File: src/rtl/mem_stage_pkg.sv
// Shared types and sizing helpers for the memory stage and its wait timer.
package mem_stage_pkg;

    localparam int unsigned DW_DEFAULT = 16;

    typedef enum logic [1:0] {
        IDLE = 2'd0,
        BUSY = 2'd1,
        DONE = 2'd2,
        ERR  = 2'd3
    } state_t;

    function automatic int unsigned timer_width(input int unsigned max_wait);
        return $clog2(max_wait + 1);
    endfunction

endpackage

File: src/rtl/mem_wait_timer.sv
// Counts cycles spent waiting on dmem_ready; flags the last permitted BUSY cycle.
module mem_wait_timer
    import mem_stage_pkg::*;
#(
    parameter int unsigned MAX_WAIT = 255
) (
    input  logic clk,
    input  logic rst,
    input  logic start,
    input  logic busy,
    output logic expired
);

    localparam int unsigned   TW   = timer_width(MAX_WAIT);
    localparam logic [TW-1:0] LAST = TW'(MAX_WAIT - 1);

    logic [TW-1:0] count_q, count_d;

    // count_q holds the number of BUSY cycles already completed
    always_comb begin
        count_d = count_q;
        if (start) begin
            count_d = '0;
        end else if (busy && (count_q != LAST)) begin
            count_d = count_q + TW'(1);
        end
    end

    always_ff @(posedge clk or negedge rst) begin
        if (!rst) begin
            count_q <= '0;
        end else begin
            count_q <= count_d;
        end
    end

    assign expired = busy && (count_q == LAST);

endmodule

File: src/rtl/mem_stage.sv
// Pipeline memory stage: one data-memory access per instruction with a bounded wait.
// Define MEM_ALIGN_CHECK_EN to trap memory ops at odd addresses into ERR.
module mem_stage
    import mem_stage_pkg::*;
#(
    parameter int unsigned MAX_WAIT = 255,
    parameter int unsigned DW       = DW_DEFAULT
) (
    input  logic          clk,
    input  logic          rst,
    input  logic          in_valid,
    input  logic [DW-1:0] ALU_out,
    input  logic [DW-1:0] store_data,
    input  logic          mem_read,
    input  logic          mem_write,
    input  logic          reg_write,
    input  logic [2:0]    wb_reg,
    output logic          stall,
    output logic          out_valid,
    output logic [DW-1:0] wb_data,
    output logic [2:0]    wb_reg_out,
    output logic          reg_write_out,
    output logic          dmem_en,
    output logic          dmem_wr,
    output logic [DW-1:0] dmem_addr,
    output logic [DW-1:0] dmem_wdata,
    input  logic [DW-1:0] dmem_rdata,
    input  logic          dmem_ready,
    output logic          err
);

    state_t        state_q, state_d;
    logic [DW-1:0] addr_q, wdata_q, rdata_q;
    logic [2:0]    wb_reg_q;
    logic          rd_q, wr_q, rw_q;
    logic          capture, is_mem, bad_op, busy, expired, enter_busy;

    assign busy    = (state_q == BUSY);
    assign capture = in_valid && !stall;
    assign is_mem  = mem_read ^ mem_write;

`ifdef MEM_ALIGN_CHECK_EN
    assign bad_op = (mem_read && mem_write) || (is_mem && ALU_out[0]);
`else
    assign bad_op = mem_read && mem_write;
`endif

    always_comb begin
        state_d = state_q;
        unique case (state_q)
            IDLE, DONE: begin
                if (!capture) begin
                    state_d = IDLE;
                end else if (bad_op) begin
                    state_d = ERR;
                end else if (is_mem) begin
                    state_d = BUSY;
                end else begin
                    state_d = DONE;
                end
            end
            BUSY: begin
                // ready wins over expiry on the final permitted cycle
                if (dmem_ready) begin
                    state_d = DONE;
                end else if (expired) begin
                    state_d = ERR;
                end
            end
            ERR: state_d = ERR;
        endcase
    end

    assign enter_busy = (state_d == BUSY) && !busy;

    always_ff @(posedge clk or negedge rst) begin
        if (!rst) begin
            state_q <= IDLE;
        end else begin
            state_q <= state_d;
        end
    end

    always_ff @(posedge clk or negedge rst) begin
        if (!rst) begin
            addr_q   <= '0;
            wdata_q  <= '0;
            rdata_q  <= '0;
            wb_reg_q <= '0;
            rd_q     <= 1'b0;
            wr_q     <= 1'b0;
            rw_q     <= 1'b0;
        end else begin
            if (capture) begin
                addr_q   <= ALU_out;
                wdata_q  <= store_data;
                wb_reg_q <= wb_reg;
                rd_q     <= mem_read;
                wr_q     <= mem_write;
                rw_q     <= reg_write;
            end
            if (busy && dmem_ready && rd_q) begin
                rdata_q <= dmem_rdata;
            end
        end
    end

    mem_wait_timer #(
        .MAX_WAIT (MAX_WAIT)
    ) u_timer (
        .clk     (clk),
        .rst     (rst),
        .start   (enter_busy),
        .busy    (busy),
        .expired (expired)
    );

    assign stall         = busy || (state_q == ERR);
    assign err           = (state_q == ERR);
    assign out_valid     = (state_q == DONE);
    assign wb_data       = out_valid ? (rd_q ? rdata_q : addr_q) : '0;
    assign wb_reg_out    = out_valid ? wb_reg_q : 3'd0;
    assign reg_write_out = out_valid && rw_q && !wr_q;
    assign dmem_en       = busy;
    assign dmem_wr       = busy && wr_q;
    assign dmem_addr     = busy ? addr_q : '0;
    assign dmem_wdata    = busy ? wdata_q : '0;

endmodule

File: config.mk
export PLATFORM = sky130hd
export DESIGN_NAME = mem_stage
export DESIGN_NICKNAME = d
export VERILOG_FILES = /design/src/rtl/mem_stage_pkg.sv /design/src/rtl/mem_wait_timer.sv /design/src/rtl/mem_stage.sv
export SDC_FILE = /design/constraint.sdc
export NUM_CORES = 1
export LEC_CHECK = 0
export BUFFER_PORTS_ARGS = -buffer_cell sky130_fd_sc_hd__buf_4
export CAP_MARGIN = 20
export CORE_MARGIN = 1.5
export CORE_UTILIZATION = 45
export CTS_CLUSTER_DIAMETER = 50
export DETAILED_ROUTE_END_ITERATION = 8
export PLACE_DENSITY = 0.79
export SETUP_SLACK_MARGIN = 0.5
export SLEW_MARGIN = 20
export SYNTH_ARGS = -nofsm -noshare
export SYNTH_HDL_FRONTEND = slang
export SYNTH_SLANG_ARGS = --single-unit
File: constraint.sdc
create_clock -name clk -period 2.15 [get_ports clk]
set_input_delay 0.43 -clock clk [delete_from_list [all_inputs] [get_ports clk]]
set_output_delay 0.43 -clock clk [all_outputs]
set_load 0.005 [all_outputs]
==> impl_metrics.csv, run 1 <==
group,metric,value,unit
status,status,"complete, no violations",
sta,setup_viol,0,
global_route,grt_pass1_vias,2518,
logic_synthesis,synthesis.nets,319,
floorplan,rows,30,
clock_tree,clk_pin_slew,0.08,ns
sta,period_minus_slack,1.88,ns
setup_path,startpoint_type,"flip-flop",
logic_synthesis,post-synth-top-count-cell,"dfrtp_1",
finish,regArea,1600,µm²
placement,portBuffers,114,
detailed_routing,first_pass_iters,4,
pwr,combPwrFrac,48.2,%
clock_tree,htreeDepth,3,
clock_tree,cts_root_buf,"clkbuf_8",
sta,worst_slew_pin_slew,0.813,ns
clock_tree,cts_tree,"yes",
detailed_routing,drt-initial-drc-count,106,
clock_tree,numClockSinks,64,
finish,design_area,4580,µm²
pwr,switching_share,33.0,%
logic_synthesis,postSynthCellCount,258,
detailed_routing,drc,0,
sta,finalCritPeriodShare,87.5,%
placement,post-place-cells,458,
pwr,p_clk_share,17.8,%
logic_synthesis,synth_top_area_cell,"dfrtp_1",
logic_synthesis,synthTopCellsByArea,"dfrtp_1 (50%), mux2_2 (16%), and2_1 (7.3%)",
clock_tree,cts_buffers,9,
logic_synthesis,async_reset_ff_share,100,%
floorplan,die_h,87.1,µm
logic_synthesis,synth_warnings,0,
pwr,power.share.sequential,34.0,%
floorplan,die-width,87.1,µm
floorplan,die_area,7590,µm²
clock_tree,clockBufferDepth,2,
logic_synthesis,synth_edf_count,0,
setup_path,cp.arrival,1.45,ns
finish,multi_input_comb_area,1570,µm²
logic_synthesis,synth_top_area_share,50.3,%
placement,place_area,4130,µm²
detailed_routing,post_drt_wl_per_cell,16.0,µm
floorplan,start_util,46.6,%
sta,fin_tns_setup,0,ns
pwr,powerDensity,1430,nW/µm²
placement,dpl.hpwl,5.06,mm
clock_tree,clk_latency,0.34,ns
sta,hold_viol_final,0,
pwr,p_switching,2.15,mW
sta,finClkSkew,0.00974,ns
sta,drv_slew,0,
pwr,power.total,6.53,mW
finish,areaGrowthSynthToFinish,43.8,%
sta,slew_headroom,45.8,%
global_route,grt_overflow_total,0,
logic_synthesis,ys_types,36,
finish,fillCellCount,525,
sta,max_freq,532,MHz
finish,final_nets,439,
global_route,global_route.usage.total,21.1,%
setup_path,crit_type,"flip-flop to output pin",
global_route,grt_max_degree,65,
logic_synthesis,synth_area,3180,µm²
floorplan,num_io_pins,115,
finish,layout.cells.non_filler,478,
pwr,intPower,4.37,mW
global_route,antenna_found_initial,0,
setup_path,cp_max_fo,8,
global_route,grt_pass1_wl,12.0,mm
pwr,peakVddDrop,0.000586,V
logic_synthesis,yosysSeqAreaShare,50.3,%
sta,whs,0.162,ns
detailed_routing,drtAntennaViolNets,0,
logic_synthesis,yosys-top-cells-count,"dfrtp_1 (64), mux2_2 (44), and2_1 (37), mux2i_1 (19), nor2_1 (17)",
job,maxCapViolCount,0,
finish,n_antenna_cell,0,
logic_synthesis,synthFlopType,"dfrtp_1",
pwr,p_leak,2.20,nW
finish,drive_above_1_share,57.6,%
detailed_routing,wl,7.63,mm
placement,gp_congestion,0.871,
sta,rsz0062_at_grt,"true",
setup_path,critical_path_required,1.72,ns
worst_hold_path,hold_class,"primary input to async pin",
logic_synthesis,ys_seq_elements,64,
detailed_routing,dr_total_vias,2390,
floorplan,core_area,6830,µm²
setup_path,endpoint_kind,"output pin",
detailed_routing,vias_per_cell,5.00,
logic_synthesis,syn-mean-instance-area,12.3,µm²
-- worst paths after layout --
kind                                        start                              to  slack [ns]  cells after the start
setup / recovery             state_q[0]$_DFF_PN0_                      wb_data[0]        0.27                      4
hold / removal                                rst           addr_q[4]$_DFFE_PN0P_        0.16                      1
setup reg to reg             state_q[0]$_DFF_PN0_  u_timer.count_q[6]$_DFFE_PN0P_        0.63                      5
hold reg to reg            wdata_q[6]$_DFFE_PN0P_          wdata_q[6]$_DFFE_PN0P_        0.50                      1
max in group asynchronous                     rst            state_q[1]$_DFF_PN0_        1.40                      1
min in group clk                       dmem_ready            state_q[0]$_DFF_PN0_        0.30                      2
-- area by class of cell --
cell class              instances  share of cell area, %
well taps                      96                   2.62
repair buffers                126                   22.7
inverters                       6                  0.492
clock inverters                 3                   1.42
flip-flops and latches         64                   35.0
clock buffers                  12                   3.39
multi-input cells             171                   34.3
-- critical path, stage by stage, from the launching register on --
cell and delay (ns):
dfrtp_2 0.43, or2b_4 0.31, buf_12 0.16, nor2_1 0.10, buf_4 0.11
-- repair_timing --
| action | 4_1_cts | 5_1_grt |
|---|---|---|
| setup buffers | 3 | 1 |
| pin swaps | 7 | 1 |
| resized for setup | 33 | 20 |
| endpoints found under the setup margin | 71 | 67 |
| hold buffers | 0 | 0 |
| cloned | 1 | 0 |
-- sequential cells by signal, indices dropped and copies added, names as in the netlist --
name	count
wdata_q	16
rdata_q	16
state_q	2
rw_q	1
u_timer.count_q	8
wb_reg_q	3
addr_q	16
wr_q	1
rd_q	1
-- layout by cell type (no fill, tap or decap), types with 2 or more instances in the layout --
cell       Yosys  layout
a21oi_1        5       5
and2_1        37      37
and3_1         3       3
and4_1         2       2
and4b_1        2       2
buf_12         0       4
buf_4          2     111
buf_6          3      10
bufinv_16      0       2
clkbuf_8       0      11
dfrtp_1       64      62
dfrtp_2        0       2
ha_1           3       3
inv_1          6       5
mux2_2        44      44
mux2_4        10      10
mux2i_1       19      16
mux2i_2        0       3
nand2_1        4       4
nand3_1        2       2
nor2_1        17       2
nor2_2         0       5
nor2_4         0      10
nor3_1         4       4
o2111a_1       2       2
-- power groups by stage --
stage / Clock, mW / Sequential [mW] / Combinational, mW
6_report: 1.16 / 2.22 / 3.15
5_1_grt: 1.24 / 2.30 / 3.38
4_1_cts: 1.18 / 2.21 / 3.02
3_5_place_dp: 0 / 2.23 / 2.71
3_3_place_gp: 0 / 2.21 / 2.64
2_1_floorplan: 0 / 2.09 / 1.74
-- cell families (layout without fill, tap and decap cells) --
group / count (synthesis) / after routing / share of synthesized area (%)
compound gates: 15 / 15 / 3.34
fa+ha+maj: 3 / 3 / 1.18
buf+inv: 23 / 147 / 3.93
flops: 64 / 64 / 50.3
mux: 73 / 73 / 26.2
simple gates: 80 / 80 / 15.0
-- routing by layer --
metal,track usage [%],share of wire [%],wire (µm)
met1,27.4,43,3310
met2,32.8,48,3690
met3,5.12,5.3,407
met4,11.1,3.1,233
met5,0,0,0
-- metrics by stage --
stage / setup WS [ns] / utilization [%]
2_1_floorplan: 0.561 / -
3_3_place_gp: 0.386 / 60.4
3_5_place_dp: 0.291 / 60.4
4_1_cts: 0.274 / 65.8
5_1_grt: 0.223 / 67.0
6_report: 0.269 / 67.0
Note: power is estimated with default switching activity, not from simulation.
==> inputs of run 2 (changes only) <==
CTS_BUF_LIST = sky130_fd_sc_hd__clkbuf_16   (was default)
==> run 2 against run 1 <==
Net effect:
- total power grew 8.3%
- first-iteration DRC count shrank 11%
- critical path type unchanged
- sequential power about the same
- via count grew 0.46%
- clock power rose by 28%
- die area stayed put
- critical path depth stayed put
- setup slack lost 0.017 ns
- critical endpoint is now wb_data[2]
- flip-flop and latch count unchanged
- clock-buffer cell count is 3 lower
- combinational power is 6.3% higher
- fmax fell by 0.91%
==> impl_metrics.csv, run 2 (same netlist as run 1, synthesis figures left out) <==
group,metric,value,unit
floorplan,core_area,6830,µm²
setup_path,crit-reg2reg-launch,"state_q[1]$_DFF_PN0_",
pwr,switching_share,32.8,%
floorplan,rows,30,
placement,dpl.hpwl,5.06,mm
detailed_routing,drt-initial-drc-count,94,
setup_path,r2r.worst_path.cells,4,
detailed_routing,first_pass_iters,4,
pwr,combPwrFrac,47.3,%
sta,finalCritPeriodShare,88.3,%
global_route,met3_usage,4.93,%
status,status,"complete, no violations",
finish,drive_above_1_share,57.7,%
sta,hold_viol_final,0,
setup_path,cp.arrival,1.47,ns
global_route,antenna_found_initial,0,
pwr,power.share.sequential,31.7,%
pwr,p_leak,2.25,nW
floorplan,die_area,7590,µm²
finish,n_antenna_cell,0,
global_route,grt_overflow_total,0,
sta,worst_slew_pin_slew,0.802,ns
pwr,p_clk_share,20.9,%
finish,utilization,69.2,%
global_route,grtUsageMet1,27.4,%
sta,slew_headroom,46.5,%
sta,max_freq,527,MHz
floorplan,num_io_pins,115,
finish,final_common_cell,"buf_4",
placement,gp_congestion,0.871,
job,maxCapViolCount,0,
clock_tree,clk_latency,0.32,ns
clock_tree,cts_buffers,9,
pwr,peakVddDrop,0.000726,V
sta,whs,0.202,ns
sta,period_minus_slack,1.90,ns
global_route,grt_pass1_wl,12.2,mm
clock_tree,cts_root_buf,"clkbuf_16",
setup_path,crit_end,"wb_data[2]",
setup_path,startpoint_type,"flip-flop",
setup_path,critical_path_required,1.72,ns
pwr,intPower,4.75,mW
placement,portBuffers,114,
clock_tree,cts_tree,"yes",
sta,fin_tns_setup,0,ns
pwr,power.total,7.07,mW
sta,finClkSkew,0.00640,ns
clock_tree,clockBufferDepth,2,
clock_tree,clk_pin_slew,0.05,ns
setup_path,path_cells,"buf_4 -> mux2i_2 -> nor2_4 -> buf_6",
setup_path,crit_family,"buffers and inverters",
sta,drv_slew,0,
sta,rsz0062_at_grt,"true",
pwr,p_switching,2.32,mW
finish,final_nets,440,
finish,areaGrowthSynthToFinish,48.4,%
detailed_routing,vias_per_cell,5.01,
setup_path,cp_num_cells,4,
worst_hold_path,hold_class,"primary input to async pin",
detailed_routing,dr_total_vias,2401,
clock_tree,holdBufCountCts,0,
finish,final_cell_mix,"buf_4 (107), dfrtp_1 (62), mux2_2 (44), and2_1 (37), nor2_4 (16)",
detailed_routing,drc,0,
setup_path,cp_max_fo,9,
global_route,grt_pass1_vias,2534,
pwr,powerDensity,1500,nW/µm²
placement,place_area,4130,µm²
setup_path,cpMaxStageDelayCell,"dfrtp_1",
detailed_routing,wl,8.08,mm
setup_path,startpoint,"rd_q$_DFFE_PN0P_",
floorplan,die-width,87.1,µm
global_route,grt.busiest_layer,"met2",
setup_path,r2r_end,"rdata_q[1]$_DFFE_PN0P_",
setup_path,max_stage_delay,0.35,ns
global_route,grt.met2_usage,34.1,%
floorplan,start_util,46.6,%
clock_tree,htreeDepth,3,
clock_tree,numClockSinks,64,
setup_path,crit_type,"flip-flop to output pin",
detailed_routing,drtAntennaViolNets,0,
floorplan,die_h,87.1,µm
setup_path,path_buf_inv,2,
global_route,global_route.usage.total,21.2,%
setup_path,endpoint_kind,"output pin",
finish,reg_top3,"addr_q x16, rdata_q x16, wdata_q x16",
detailed_routing,post_drt_wl_per_cell,16.9,µm
global_route,grt_max_degree,65,
sta,setup_viol,0,
finish,design_area,4730,µm²
setup_path,reg2reg_setup_slack,0.57,ns
-- run 2: changes by cell type in the layout (fill, tap and decap cells not counted), sizes merged --
cell and change:
buf +1, clkbuf -3, clkinv +2, inv +1
-- run 2: stage by stage --
stage / cells / setup WS, ns
finish: 479 / 0.252
CTS: 477 / 0.312
floorplan: 258 / 0.561
detailed placement: 458 / 0.291
global route: 479 / 0.221
global placement: 458 / 0.386
-- run 2: power groups by stage --
| stage | Clock [mW] | Sequential [mW] | Combinational (mW) |
|---|---|---|---|
| after global placement | 0 | 2.21 | 2.64 |
| after floorplan | 0 | 2.09 | 1.74 |
| after detailed placement | 0 | 2.23 | 2.71 |
| after global routing | 1.56 | 2.32 | 3.58 |
| final | 1.48 | 2.24 | 3.35 |
| after CTS | 1.51 | 2.21 | 3.03 |
-- run 2: how the worst min path moves through the flow --
stage	startpoint	endpoint	depth (start not counted)
floorplan	rst	addr_q[0]$_DFFE_PN0P_	0
global placement	wdata_q[0]$_DFFE_PN0P_	wdata_q[0]$_DFFE_PN0P_	1
detailed placement	wb_reg_q[1]$_DFFE_PN0P_	wb_reg_q[1]$_DFFE_PN0P_	1
CTS	rst	addr_q[4]$_DFFE_PN0P_	1
global route	rst	addr_q[4]$_DFFE_PN0P_	1
finish	rst	addr_q[4]$_DFFE_PN0P_	1
-- run 2: area by class of cell --
cell class	instances	area, µm²
timing repair buffer	127	1070
inverter	6	22.5
tap	96	120
fill	505	2110
multi-input combinational	171	1610
clock inverter	6	76.3
clock buffer	9	225
sequential	64	1600
-- run 2: repair_timing --
| action | in CTS | in global routing |
|---|---|---|
| endpoints found under the setup margin | 71 | 69 |
| setup buffers | 3 | 2 |
| gates resized for setup | 32 | 38 |
| pin swaps | 7 | 8 |
| cloned | 1 | 0 |
-- run 2: per-layer routing --
layer	vias up	part of all wire (%)	wire, µm
met4	0	2.3	186
met2	77	51	4090
li1	1139	-	-
met1	1169	42	3440
met3	16	4.6	374
met5	-	0	0
==> inputs of run 3 (changes only) <==
CORE_UTILIZATION = 53   (was 45)
PLACE_DENSITY = 0.9   (was 0.79)
==> run 3 against run 2 <==
Net effect:
- setup slack lost 0.11 ns
- flip-flop and latch count is the same
- clock-buffer cell count is the same
- combinational power grew 56%
- non-clock buffer count grew 27
- largest power group unchanged
==> impl_metrics.csv, run 3 (same netlist as run 1, synthesis figures left out) <==
group,metric,value,unit
status,status,"complete, no violations",
global_route,grtUsageMet1,38.4,%
floorplan,rows,28,
global_route,global_route.usage.total,33.0,%
clock_tree,htreeDepth,3,
detailed_routing,first_pass_iters,5,
pwr,powerDensity,1680,nW/µm²
global_route,grt.busiest_layer,"met2",
setup_path,endpoint_kind,"output pin",
setup_path,max_stage_delay,0.39,ns
clock_tree,holdBufCountCts,0,
setup_path,r2r.worst_path.cells,9,
placement,dp_slack,0.286,ns
setup_path,path_buf_inv,4,
sta,fin_tns_setup,0,ns
finish,design_area,5510,µm²
clock_tree,clk_latency,0.34,ns
sta,rsz0062_at_grt,"true",
placement,dpl.hpwl,5.40,mm
finish,drive_above_1_share,73.1,%
detailed_routing,dr_total_vias,3120,
sta,slew_headroom,64.6,%
pwr,combPwrFrac,56.5,%
floorplan,die_area,6480,µm²
global_route,grt_pass1_vias,2909,
detailed_routing,drt-initial-drc-count,352,
setup_path,cp.arrival,1.58,ns
sta,hold_viol_final,0,
setup_path,startpoint_type,"flip-flop",
sta,finalCritPeriodShare,93.3,%
finish,final_common_cell,"buf_4",
detailed_routing,vias_per_cell,6.41,
floorplan,num_io_pins,115,
setup_path,r2r_end,"rdata_q[1]$_DFFE_PN0P_",
global_route,grt_pass1_wl,15.7,mm
setup_path,crit_type,"flip-flop to output pin",
sta,drv_slew,0,
sta,worst_slew_pin_slew,0.531,ns
finish,n_antenna_cell,0,
setup_path,crit-reg2reg-launch,"state_q[0]$_DFF_PN0_",
clock_tree,cts_tree,"yes",
job,maxCapViolCount,0,
setup_path,path_common_cell,"buf_6",
floorplan,core_area,5850,µm²
clock_tree,clk_pin_slew,0.06,ns
clock_tree,cts_buffers,9,
setup_path,crit_family,"buffers and inverters",
finish,layout.cells.non_filler,487,
pwr,peakVddDrop,0.00118,V
sta,period_minus_slack,2.01,ns
pwr,power.share.sequential,27.5,%
setup_path,critical_path_required,1.72,ns
floorplan,die-width,80.5,µm
floorplan,start_util,54.4,%
finish,reg_top3,"addr_q x16, rdata_q x16, wdata_q x16",
clock_tree,numClockSinks,64,
finish,areaGrowthSynthToFinish,72.9,%
detailed_routing,post_drt_wl_per_cell,29.6,µm
setup_path,cp_max_fo,5,
global_route,grt_max_degree,38,
sta,finClkSkew,0.00798,ns
detailed_routing,wl,14.4,mm
placement,place_area,4140,µm²
finish,final_nets,468,
finish,utilization,94.1,%
setup_path,reg2reg_setup_slack,0.23,ns
finish,final_cell_mix,"buf_4 (75), dfrtp_1 (62), buf_6 (61), and2_4 (37), mux2_4 (33)",
pwr,switching_share,36.9,%
clock_tree,clockBufferDepth,2,
detailed_routing,drc,0,
setup_path,path_cells,"buf_6 -> nor2b_4 -> buf_6 -> buf_6 -> and2_4 -> buf_6",
detailed_routing,drtAntennaViolNets,0,
global_route,antenna_found_initial,0,
sta,finalWorstSetupSlack,0.145,ns
clock_tree,cts_root_buf,"clkbuf_16",
placement,post-place-cells,440,
floorplan,die_h,80.5,µm
global_route,grt_overflow_total,0,
placement,portBuffers,114,
global_route,met3_usage,8.07,%
sta,setup_viol,0,
worst_hold_path,hold_class,"primary input to async pin",
sta,whs,0.0653,ns
setup_path,cpMaxStageDelayCell,"dfrtp_1",
sta,max_freq,499,MHz
placement,gp_congestion,0.838,
setup_path,startpoint,"state_q[0]$_DFF_PN0_",
pwr,p_switching,3.41,mW
pwr,intPower,5.83,mW
global_route,grt.met2_usage,56.9,%
pwr,p_clk_share,16.0,%
pwr,power.total,9.24,mW
pwr,p_leak,2.63,nW
-- run 3: cell types whose count changed in the layout (fill, tap and decap cells not counted), moves of 23 or more --
cell,before,now
and2_1,37,0
and2_4,0,37
mux2_4,10,33
buf_4,107,75
mux2_2,44,21
buf_6,15,61
-- run 3: per-layer routing --
metal | vias up | routed length, µm | share of wire [%]
met3 | 119 | 1450 | 10
met2 | 288 | 7000 | 49
met4 | 0 | 1090 | 7.6
met1 | 1513 | 4860 | 34
li1 | 1200 | - | -
met5 | - | 0 | 0
-- run 3: how the worst max path moves through the flow --
stage          slack [ns]             to  cells after the start
4_1_cts              0.22  dmem_addr[10]                      6
3_3_place_gp         0.33  wb_reg_out[2]                      4
3_5_place_dp         0.29  wb_reg_out[2]                      4
6_report             0.14   dmem_addr[2]                      6
5_1_grt              0.14  dmem_addr[15]                      6
2_1_floorplan        0.56    wb_data[10]                      5
-- run 3: what timing repair did --
action / 4_1_cts / 5_1_grt
setup endpoints to repair: 71 / 111
resized for setup: 121 / 87
setup buffers: 17 / 6
pin swaps: 42 / 6
cloned: 4 / 4
endpoints found under the hold margin: 0 / 0
-- run 3: power groups by stage --
stage / combinational, mW / clock [mW] / sequential, mW
after floorplan: 1.74 / 0 / 2.09
after global placement: 2.68 / 0 / 2.17
after detailed placement: 2.78 / 0 / 2.22
after CTS: 3.87 / 1.42 / 2.27
after global routing: 5.36 / 1.52 / 2.57
final: 5.22 / 1.48 / 2.54
-- run 3: final cells by class --
| cell class | instances | area [µm²] |
|---|---|---|
| repair buffers | 154 | 1610 |
| multi-input cells | 172 | 1890 |
| flip-flops and latches | 64 | 1600 |
| clock buffers | 9 | 225 |
| inverters | 6 | 25.0 |
| fillers | 145 | 344 |
| well taps | 75 | 93.8 |
| clock inverters | 7 | 63.8 |
